### config.mk
export PLATFORM = sky130hd
export DESIGN_NAME = iterative_left_shift_of_n
export DESIGN_NICKNAME = d
export VERILOG_FILES = /design/src/rtl/iterative_left_shift_of_n.sv
export SDC_FILE = /design/constraint.sdc
export NUM_CORES = 1
export LEC_CHECK = 0
export CAP_MARGIN = 20
export CORE_MARGIN = 2
export CORE_UTILIZATION = 49
export CTS_BUF_LIST = sky130_fd_sc_hd__clkbuf_8
export CTS_CLUSTER_DIAMETER = 100
export DETAILED_ROUTE_END_ITERATION = 16
export GPL_TIMING_DRIVEN = 0
export HOLD_SLACK_MARGIN = 0.06
export PLACE_DENSITY = 0.95
export SKIP_CTS_REPAIR_TIMING = 1
export SLEW_MARGIN = 20
export SYNTH_ARGS = -nofsm -noshare
export SYNTH_HDL_FRONTEND = slang
export SYNTH_SLANG_ARGS = --single-unit
### constraint.sdc
create_clock -name clk -period 3.2 [get_ports clk]
set_input_delay 0.8 -clock clk [delete_from_list [all_inputs] [get_ports clk]]
set_output_delay 0.8 -clock clk [all_outputs]
set_load 0.05 [all_outputs]
### src/rtl/iterative_left_shift_of_n.sv
// iterative_left_shift_of_n: valid/ready left shifter that moves the operand one bit per clock.
// Define ITERATIVE_LEFT_SHIFT_ROTATE_EN to rotate left instead of shifting in zeros.
module iterative_left_shift_of_n #(
  parameter int N  = 8,
  parameter int SW = $clog2(N)
) (
  input  logic          clk,
  input  logic          rst,
  input  logic          up_valid,
  output logic          up_ready,
  input  logic [N-1:0]  up_data,
  input  logic [SW-1:0] up_shamt,
  output logic          down_valid,
  input  logic          down_ready,
  output logic [N-1:0]  down_data
);
  typedef enum logic [1:0] {IDLE, SHIFT, DONE} state_t;
  state_t        state;
  logic [N-1:0]  sr;
  logic [SW-1:0] cnt;
  logic          fill;
`ifdef ITERATIVE_LEFT_SHIFT_ROTATE_EN
  assign fill = sr[N-1];
`else
  assign fill = 1'b0;
`endif
  assign up_ready   = state == IDLE;
  assign down_valid = state == DONE;
  assign down_data  = sr;
  always_ff @(posedge clk) begin
    if (rst) begin
      state <= IDLE;
      sr    <= '0;
      cnt   <= '0;
    end else begin
      case (state)
        IDLE: if (up_valid) begin
          sr    <= up_data;
          cnt   <= up_shamt;
          state <= up_shamt == '0 ? DONE : SHIFT;
        end
        SHIFT: begin
          sr  <= {sr[N-2:0], fill};
          cnt <= cnt - SW'(1);
          if (cnt == SW'(1)) state <= DONE;
        end
        DONE: if (down_ready) state <= IDLE;
        default: state <= IDLE;
      endcase
    end
  end
endmodule

==> results.sh <==
export IMPL_run_status="completed"
export IMPL_wl_per_cell_um=13.89
export IMPL_dp_slack_ns=0.8712
export IMPL_dieHeight_um=41.82
export IMPL_tightest_slew_ns=0.5029
export IMPL_crit_fanout=10
export IMPL_grt_overflow=0
export IMPL_critPathLaunchType="register"
export IMPL_ios=25
export IMPL_cts_root_buf="clkbuf_8"
export IMPL_cts_sinks=13
export IMPL_numCtsBuffers=3
export IMPL_htree_levels=1
export IMPL_crit_required_ns=2.40
export IMPL_relSlewSlack_pct=66.37
export IMPL_ant_nets=0
export IMPL_fin_area_sq_um=994.7
export IMPL_avgSynthCellArea_sq_um=9.100
export IMPL_antenna_found_initial=0
export IMPL_final_cell_count_no_fill=119
export IMPL_vias=680
export IMPL_synth_distinct_cells=28
export IMPL_ys_seq_area_share_pct=37.14
export IMPL_setup_tns_ns=0
export IMPL_worst_slack_ns=0.5935
export IMPL_drt_total_wl_um=1653
export IMPL_whs_path_depth=2
export IMPL_fin_crit_sh_pct=81.45
export IMPL_dr_pass1_iters=4
export IMPL_tritoncts="done"
export IMPL_cp_arrival_ns=1.81
export IMPL_drc=0
export IMPL_syn_area_sq_um=700.7
export IMPL_dieArea_sq_um=1748
export IMPL_drive_gt1_share_pct=11.54
export IMPL_rsz0062_at_grt="false"
export IMPL_post_route_util_pct=75.50
export IMPL_place_area_sq_um=949.7
export IMPL_placed_cells=115
export IMPL_vias_per_cell=5.714
export IMPL_grt_pass1_vias=638
export IMPL_area_growth_pct=41.96
export IMPL_yosysWarnings=0
export IMPL_portBuffers=23
export IMPL_drv_cap=0
export IMPL_final_common_cell="clkdlybuf4s50_1"
export IMPL_drt_iter0_drc=22
export IMPL_fin_nets=122
export IMPL_clockBufferDepth=2
export IMPL_initial_core_util_pct=53.18
export IMPL_rows=13
export IMPL_grt_first_pass_wirelength_um=2718
export IMPL_path_class="reg2out"
export IMPL_ir_drop_v=0.0003790
export IMPL_dp_hpwl_um=1190
export IMPL_worstSetupEndpointType="primary output"
export IMPL_finalMaxSlewViolations=0
export IMPL_grt_max_degree=11
export IMPL_synth_nets=94
export IMPL_clkSlewWorstSetupHoldPaths_ns=0.06
export IMPL_r2r_cells=4
export IMPL_holdWs_ns=0.5590
export IMPL_grtUsageTotal_pct=20.38
export IMPL_finClkSkew_ns=0.005376
export IMPL_setup_viol_count_final=0
export IMPL_final_cell_mix="clkdlybuf4s50_1, dfxtp_1, o21ai_0, a21oi_1, mux2i_1"
export IMPL_diodes=0
export IMPL_gp_congestion=0.8339
export IMPL_fp_dieW_um=41.82
export IMPL_finalPower_uw=554.2
export IMPL_synth_seq_cells=13
export IMPL_syn_instance_count=77
export IMPL_layout_min_cycle_time_ns=2.607
export IMPL_leakagePower_nw=0.4433
export IMPL_hold_viol=0
export IMPL_hold_class="reg2reg"
export IMPL_p_per_area_nw_per_um2=557.1
export IMPL_core_sq_um=1318
export IMPL_clock_latency_ns=0.25
export IMPL_clock_fmax_mhz=383.7
## cells in the mapped netlist (all sizes together)
cell | n | share of area, %
or3 | 1 | 1.6
nor2b | 1 | 0.89
o21ai | 10 | 7.1
a31o | 1 | 1.3
inv | 7 | 3.8
a31oi | 1 | 0.89
clkbuf | 1 | 0.54
nor3b | 2 | 2.9
and3 | 1 | 0.89
dfxtp | 13 | 37
a21oi | 10 | 7.1
o21ba | 1 | 1.4
o211a | 1 | 1.4
o311a | 2 | 2.9
o22ai | 1 | 0.89
nor2 | 2 | 1.1
mux2i | 9 | 13
nand2b | 1 | 0.89
buf | 5 | 5.7
ha | 2 | 3.6
a32o | 1 | 1.4
mux2 | 1 | 1.6
nor3 | 1 | 0.71
nand2 | 1 | 0.54
nor4 | 1 | 0.89
## flip-flops by register name, summed over array words and instances (netlist names)
| register | cells |
|---|---|
| cnt | 3 |
| state | 2 |
| down_data | 8 |
## cell type report
type | instances | area (sq um)
fillers | 102 | 322.8
multi-input cells | 51 | 370.4
well taps | 15 | 18.77
plain buffers | 6 | 43.79
clock inverters | 1 | 3.754
flip-flops and latches | 13 | 260.3
inverters | 7 | 26.28
clock buffers | 3 | 41.29
repair buffers | 23 | 230.2
## power breakdown
group          internal [mW]  leakage, nW  switching (mW)
Clock                 0.0847       0.0269          0.0588
Sequential             0.184        0.108          0.0150
Combinational         0.0890        0.309           0.122
## worst max-delay path, cell delays in order, from the launching register on
cell	delay, ns
dfxtp_1	0.39
buf_2	0.23
nor2b_1	0.14
clkdlybuf4s50_1	0.80
## cell families after synthesis
logic type,after synthesis,share of synthesized area [%]
compound gates,28,24.47
fa+ha+maj,2,3.571
buf+inv,13,10.00
flops,13,37.14
mux,10,14.46
simple gates,11,10.36
## final timing paths
kind                  endpoint    startpoint  slack [ns]
setup / recovery    down_valid      state[1]        0.59
hold / removal    down_data[7]  down_data[7]        0.56
setup reg to reg      state[1]        cnt[1]        2.00
hold reg to reg   down_data[7]  down_data[7]        0.56
## layer usage
metal  routed length [um]  vias up  track usage (%)  share of wire, %
met5                    0        -                0                 0
met4                   28        0            7.742               1.7
met3                  104        4            6.522               6.3
met2                  811       28            33.13                49
met1                  709      316            24.87                43
li1                     -      332                -                 -
(Power assumes the default switching activity.)
